## src/rtl/axis_frame_summarizer.sv

```systemverilog
// AXI-stream frame sink: accumulates beat count and word sum per frame and
// emits one summary record per frame, stalling the stream while it is pending.
module axis_frame_summarizer #(
  parameter int DATA_W    = 32,
  parameter int MAX_BEATS = 4096,
  localparam int LEN_W    = $clog2(MAX_BEATS) + 1
) (
  input  logic              clk,
  input  logic              rst,
  input  logic [DATA_W-1:0] s_data,
  input  logic              s_valid,
  output logic              s_ready,
  input  logic              s_last,
  output logic [DATA_W-1:0] sum_data,
  output logic [LEN_W-1:0]  sum_len,
  output logic              sum_err,
  output logic              sum_valid,
  input  logic              sum_ready,
  output logic [15:0]       frame_cnt
);

  typedef enum logic {ACCUM, HOLD} state_t;

  localparam logic [LEN_W-1:0] MAX_LEN = LEN_W'(MAX_BEATS);

  state_t            state;
  logic [DATA_W-1:0] acc_sum;
  logic [LEN_W-1:0]  acc_len;
  logic              acc_err;

  logic              beat;
  logic              full;
  logic [DATA_W-1:0] nxt_sum;
  logic [LEN_W-1:0]  nxt_len;
  logic              nxt_err;

  // Accumulator values including the beat presented this cycle.
  always_comb begin
    beat    = s_valid && s_ready;
    full    = (acc_len == MAX_LEN);
    nxt_sum = acc_sum + s_data;
    nxt_len = full ? acc_len : acc_len + LEN_W'(1);
    nxt_err = acc_err || full;
  end

  always_ff @(posedge clk or negedge rst) begin
    if (!rst) begin
      state     <= ACCUM;
      s_ready   <= 1'b0;
      acc_sum   <= '0;
      acc_len   <= '0;
      acc_err   <= 1'b0;
      sum_data  <= '0;
      sum_len   <= '0;
      sum_err   <= 1'b0;
      sum_valid <= 1'b0;
      frame_cnt <= '0;
    end else begin
      case (state)
        ACCUM: begin
          // s_ready comes out of reset low and rises on the first edge here.
          s_ready <= 1'b1;
          if (beat) begin
            if (s_last) begin
              sum_data  <= nxt_sum;
              sum_len   <= nxt_len;
              sum_err   <= nxt_err;
              sum_valid <= 1'b1;
              acc_sum   <= '0;
              acc_len   <= '0;
              acc_err   <= 1'b0;
              s_ready   <= 1'b0;
              state     <= HOLD;
            end else begin
              acc_sum <= nxt_sum;
              acc_len <= nxt_len;
              acc_err <= nxt_err;
            end
          end
        end
        HOLD: begin
          if (sum_valid && sum_ready) begin
            sum_valid <= 1'b0;
            frame_cnt <= frame_cnt + 16'd1;
            s_ready   <= 1'b1;
            state     <= ACCUM;
          end
        end
        default: state <= ACCUM;
      endcase
    end
  end

endmodule

```

## config.mk

```make
export PLATFORM = sky130hd
export DESIGN_NAME = axis_frame_summarizer
export DESIGN_NICKNAME = d
export VERILOG_FILES = /design/src/rtl/axis_frame_summarizer.sv
export SDC_FILE = /design/constraint.sdc
export NUM_CORES = 1
export LEC_CHECK = 0
export CAP_MARGIN = 20
export CORE_MARGIN = 10
export CORE_UTILIZATION = 50
export CTS_CLUSTER_DIAMETER = 100
export DETAILED_ROUTE_END_ITERATION = 10
export GPL_ROUTABILITY_DRIVEN = 1
export PLACE_DENSITY_LB_ADDON = 0.1
export SYNTH_ARGS = -nofsm -noshare
export SYNTH_HDL_FRONTEND = slang
export SYNTH_SLANG_ARGS = --single-unit
```

## constraint.sdc

```tcl
create_clock -name clk -period 3.2 [get_ports clk]
set_clock_uncertainty 0.15 [all_clocks]
set_input_delay 0.48 -clock clk [delete_from_list [all_inputs] [get_ports clk]]
set_output_delay 0.48 -clock clk [all_outputs]
set_load 0.03 [all_outputs]
```

==> results of run 1 <==
-- timing repair --
item	CTS	global route
pin swaps	0	5
hold buffers	0	0
resized for setup	1	8
endpoints found under the setup margin	3	11
-- cells by family after synthesis --
kind of cell             Yosys count  synth area share (%)
XOR/XNOR                          56                  8.08
multiplexers                      33                  5.95
flip-flops                       111                  45.0
AO/OA/AOI/OAI                    166                  18.3
buffers and inverters             43                  2.74
AND/OR/NAND/NOR                  163                  12.7
adder cells (fa/ha/maj)           35                  7.22
-- area by class of cell --
type | count | area [µm²] | area share [%]
Sequential cell | 111 | 2780 | 34.7
Tap cell | 168 | 210 | 2.63
Inverter | 11 | 41.3 | 0.516
Clock buffer | 10 | 239 | 2.99
Multi-Input combinational cell | 453 | 3260 | 40.8
Timing Repair Buffer | 150 | 1400 | 17.5
Clock inverter | 6 | 72.6 | 0.907
-- layer usage --
metal  vias to the layer above  track usage, %  share of wire (%)
met5                         -               0                  0
met4                         0            5.49                1.5
met3                        18            3.46                5.4
met2                       124            31.5                 50
met1                      2420            22.1                 43
li1                       2450               -                  -
-- worst min path at each step --
| stage | slack, ns | endpoint | from | cells after the start |
|---|---|---|---|---|
| after floorplan | 0.03 | acc_err | rst | 0 |
| after global placement | 0.31 | sum_len[6] | sum_len[6] | 2 |
| after detailed placement | 0.32 | sum_len[6] | sum_len[6] | 2 |
| after CTS | 0.02 | frame_cnt[5] | rst | 1 |
| after global routing | 0.04 | frame_cnt[5] | rst | 1 |
| final | -0.02 | frame_cnt[5] | rst | 1 |
-- power groups by stage --
stage	Clock, mW	Combinational, mW	Sequential, mW
finish	1.19	4.42	2.30
global route	1.27	4.80	2.38
CTS	1.22	4.41	2.30
detailed placement	0	4.35	2.32
global placement	0	4.27	2.30
floorplan	0	2.26	2.80
-- sequential cells by signal, summed over array words and instances (netlist names) --
| register | count |
|---|---|
| acc_len | 13 |
| frame_cnt | 16 |
| sum_err | 1 |
| acc_sum | 32 |
| state | 1 |
| acc_err | 1 |
| s_ready | 1 |
| sum_valid | 1 |
| sum_data | 32 |
| sum_len | 13 |
-- cells in the final DEF, fill, tap and decap left out, types with 3 or more instances in the layout --
cell and n:
o211ai_1 4, xnor2_1 32, and3_1 13, nand2_1 67, a21oi_2 4, and4_1 3
mux2i_1 4, o31ai_1 5, inv_6 3, nand4_1 5, nor3_1 7, clkdlybuf4s50_1 99
and2_1 3, o21a_1 5, a22o_1 25, nor2b_1 3, clkbuf_16 9, a21oi_1 32
o21ai_0 41, mux2_2 29, nor2_1 28, xor2_1 23, o21ai_1 3, ha_1 33
nor4_1 3, inv_1 11, nand3_1 13, dfrtp_1 111, nand3b_1 5, a21o_1 20
buf_4 49
-- per-stage QoR --
step / cells / utilization [%] / area (µm²) / setup TNS [ns] / hold WS (ns)
final: 909 / 66.4 / 8000 / 0 / -0.0176
after global routing: 909 / 66.4 / 8000 / 0 / 0.0388
after CTS: 909 / 66.1 / 7980 / 0 / 0.0232
after detailed placement: 893 / 63.4 / 7650 / -6.54 / 0.319
after global placement: 893 / 63.4 / 7650 / -5.22 / 0.311
after floorplan: 607 / - / 6170 / 0 / 0.0344
-- worst max-delay path, delay by kind of cell --
kind,cells,cell delay [ns]
compound gates,6,1.34
fa+ha+maj,2,0.56
buf+inv,1,0.43
mux,1,0.28
xor+xnor,1,0.09
==> flow_summary.toml, run 1 <==
[yosys]
synthTopCellsByArea = "dfrtp_1, ha_1, mux2_2"
synthFlopType = "dfrtp_1"
synthDistinctLibCells = 59
yosysTopAreaCell = "dfrtp_1"
ys_warn_count = 0
avgSynthCellArea_um2 = 10.2
synth_edf_count = 0
synthArstFlopShare_pct = 100
synth_area_um2 = 6170
synth-seq-cells = 111
synth_commonest_cells = "dfrtp_1, nand2_1, o21ai_0"
synthCells = 607
yosysMostFrequentCell = "dfrtp_1"
synth_top_area_share_pct = 45.0
synth_nets = 679
seq_area_frac_synth_pct = 45.0

[status]
violations = "negative hold slack"
outcome = "complete, but fails checks"

[setup_path]
worstPathMaxFanout = 5
startpoint_type = "input pin"
crit_end = "sum_data[26]"
rr_worst_depth = 10
crit_type = "input pin to register"
slowest_stage = "clkdlybuf4s50_1"
rr_endpoint = "sum_data[26]"
required_ns = 3.29
slowest_delay_ns = 0.43
critPathArrivalTime_ns = 3.17
cp-startpoint = "s_data[0]"
path_cells = "clkdlybuf4s50_1 > ha_2 > fa_2 > a21o_1 > a221oi_4 > o211a_1 > o31ai_4 > a31o_2 > a21oi_2 > xnor2_1 > mux2_2"
setup.reg_to_reg.worst_slack_ns = 0.31
r2r-start = "acc_sum[0]"
worstSetupEndpointType = "register"

[global_routing]
grt_usage_pct = 18.1
grt_pass1_wl_um = 25000
first_global_vias = 5129
grt-ovfl-total = 0
grt_max_degree = 62
grt_antenna_before_repair = 0

[placed_design]
portBuffers = 100
dp_hpwl_um = 11200
place_ws_ns = -0.389
gp_congestion = 0.959

[clock_network]
post_cts_buffers = 0
cts_root_buffer = "clkbuf_16"
cts.sinks = 111
numCtsBuffers = 9
insertion_delay_ns = 0.36
htreeDepth = 3
cts_tree = "yes"
clockBufferDepth = 2
clk_pin_slew_ns = 0.08

[timing]
whs_ns = -0.0176
final_hold_viol_count = 8
rsz0062_at_grt = "no"
slew_viol_final = 0
max_freq_mhz = 325
finalCritPeriodShare_pct = 96.3
worst_slew_pin_slew_ns = 0.659
min_period_ns = 3.08
setup_violations = 0
slew_headroom_pct = 56.1
setup_ws_ns = 0.119

[detailed_routing]
finalWirelength_um = 15200
vias = 5012
drtAntennaViolNets = 0
drt_drc_violations_left = 0
viasPerCell = 5.51
detail_route.iter0.violations = 340
drt-pass1-iter-count = 4
wl_per_cell_um = 16.7

[pwr]
leakage_nw = 3.72
pwr-share-seq_pct = 29.0
power_frac_clock_pct = 15.0
cellPowerDensity_nw_per_um2 = 988
power.combinational.fraction_pct = 55.9
vdd_drop_max_mv = 0.532
p_switching_mw = 3.28
swShare_pct = 41.5
p_total_mw = 7.91
p_int_mw = 4.63

[layout]
finalNetCount = 808
area_growth_pct = 29.8
n_antenna_cell = 0
nFillCells = 1003
layout-drive-gt1-share_pct = 16.3

[floorplanning]
dieArea_um2 = 17200
die_h_um = 131
die_w_um = 131
start_util_pct = 51.1
num_io_pins = 101
core_um2 = 12100
row_count = 40

[worst_hold_path]
hp-class = "input pin to async pin"

[job]
maxCapViolCount = 0
No activity file was read; power rests on OpenSTA's default activity.
==> inputs of run 2 (changes only) <==
--- a/config.mk
+++ b/config.mk
@@ -11,7 +11,7 @@
 export CTS_CLUSTER_DIAMETER = 100
 export DETAILED_ROUTE_END_ITERATION = 10
 export GPL_ROUTABILITY_DRIVEN = 1
-export PLACE_DENSITY_LB_ADDON = 0.1
+export PLACE_DENSITY = 0.85
 export SYNTH_ARGS = -nofsm -noshare
 export SYNTH_HDL_FRONTEND = slang
 export SYNTH_SLANG_ARGS = --single-unit
==> flow_summary.toml, run 2 (synthesis gave the netlist of run 1 again) <==
[layout]
reg_top3 = "acc_sum x32, sum_data x32, frame_cnt x16"
postLayoutCoreUtil_pct = 65.6
finalNetCount = 801
n_antenna_cell = 0
mostFrequentLayoutCell = "dfrtp_1"
area_growth_pct = 28.4
final_cell_mix = "dfrtp_1, clkdlybuf4s50_1, nand2_1, buf_4, o21ai_0"
multi_input_area_um2 = 3250
register_area_um2 = 2780
layout-drive-gt1-share_pct = 15.3
nFillCells = 925

[global_routing]
grt_pass1_wl_um = 25300
grt_usage_pct = 18.4
grt-ovfl-total = 0
grt_max_degree = 69
grt_antenna_before_repair = 0
first_global_vias = 5256

[clock_network]
clockBufferDepth = 2
insertion_delay_ns = 0.36
cts_tree = "yes"
post_cts_buffers = 0
cts_root_buffer = "clkbuf_16"
cts_resized = 0
cts.sinks = 111
postCtsHoldBufs = 0
clk_pin_slew_ns = 0.07
htreeDepth = 3
numCtsBuffers = 9

[timing]
slew_headroom_pct = 40.9
rsz0062_at_grt = "no"
final_hold_viol_count = 0
max_freq_mhz = 325
min_period_ns = 3.08
setup_violations = 0
finalCritPeriodShare_pct = 96.2
worst_slew_pin_slew_ns = 0.887
setup_ws_ns = 0.120
slew_viol_final = 0

[detailed_routing]
vias = 5077
finalWirelength_um = 15400
drt-pass1-iter-count = 5
viasPerCell = 5.63
wl_per_cell_um = 17.1
drtAntennaViolNets = 0
drt_drc_violations_left = 0
detail_route.iter0.violations = 376

[pwr]
p_total_mw = 7.80
vdd_drop_max_mv = 0.537
cellPowerDensity_nw_per_um2 = 985
leakage_nw = 3.67

[setup_path]
startpoint_type = "input pin"
required_ns = 3.28
worstSetupEndpointType = "register"
critPathArrivalTime_ns = 3.16
worstPathMaxFanout = 4
crit_type = "input pin to register"

[floorplanning]
dieArea_um2 = 17200
die_w_um = 131
num_io_pins = 101
row_count = 40
start_util_pct = 51.1
die_h_um = 131
core_um2 = 12100

[placed_design]
dp_hpwl_um = 11500
place_ws_ns = -0.325
portBuffers = 100
gp_congestion = 0.892

[worst_hold_path]
hp-class = "input pin to async pin"

[status]
outcome = "finished, final reports clean"

[job]
maxCapViolCount = 0
## run 2: area by class of cell
cell class	count	share of cell area, %
well taps	168	2.66
multi-input cells	453	41.1
clock buffers	12	3.24
clock inverters	3	0.537
flip-flops and latches	111	35.1
inverters	11	0.522
repair buffers	143	16.9
## run 2: report_power, final
group	internal, mW	switching [mW]
clock network	0.645	0.503
logic	1.99	2.36
registers	1.93	0.378
total	4.56	3.24
## run 2: critical path, stage by stage
cell	delay (ns)
clkdlybuf4s50_1	0.42
ha_1	0.35
a21o_2	0.23
a221o_1	0.37
a21bo_1	0.20
a221o_1	0.33
a211o_2	0.34
xnor2_2	0.18
xor2_1	0.18
o21ai_1	0.08
## run 2: through the flow
| step | hold slack [ns] | cell area (µm²) | TNS (ns) | cells |
|---|---|---|---|---|
| 2_1_floorplan | 0.0344 | 6170 | 0 | 607 |
| 3_3_place_gp | 0.308 | 7590 | -3.80 | 886 |
| 3_5_place_dp | 0.312 | 7590 | -4.68 | 886 |
| 4_1_cts | 0.122 | 7890 | 0 | 901 |
| 5_1_grt | 0.149 | 7920 | 0 | 901 |
| 6_report | 0.0902 | 7920 | 0 | 901 |
## run 2: routing by layer
metal	part of all wire, %	up-vias	wire length [µm]	GRT usage (%)
li1	-	2410	-	-
met3	6.0	22	932	3.98
met5	0	-	0	0
met2	49	143	7600	32.1
met1	43	2502	6630	21.7
met4	1.8	0	280	7.26
## run 2: final timing paths
| path | slack, ns | cells after the start | from | to |
|---|---|---|---|---|
| max reg2reg | 0.31 | 9 | acc_sum[18] | sum_data[31] |
| max in group asynchronous | 2.08 | 2 | rst | acc_sum[23] |
| min | 0.09 | 1 | rst | frame_cnt[8] |
| min reg2reg | 0.33 | 1 | frame_cnt[15] | frame_cnt[15] |
| min in group clk | 0.33 | 1 | frame_cnt[15] | frame_cnt[15] |
| max | 0.12 | 10 | s_data[18] | sum_data[31] |
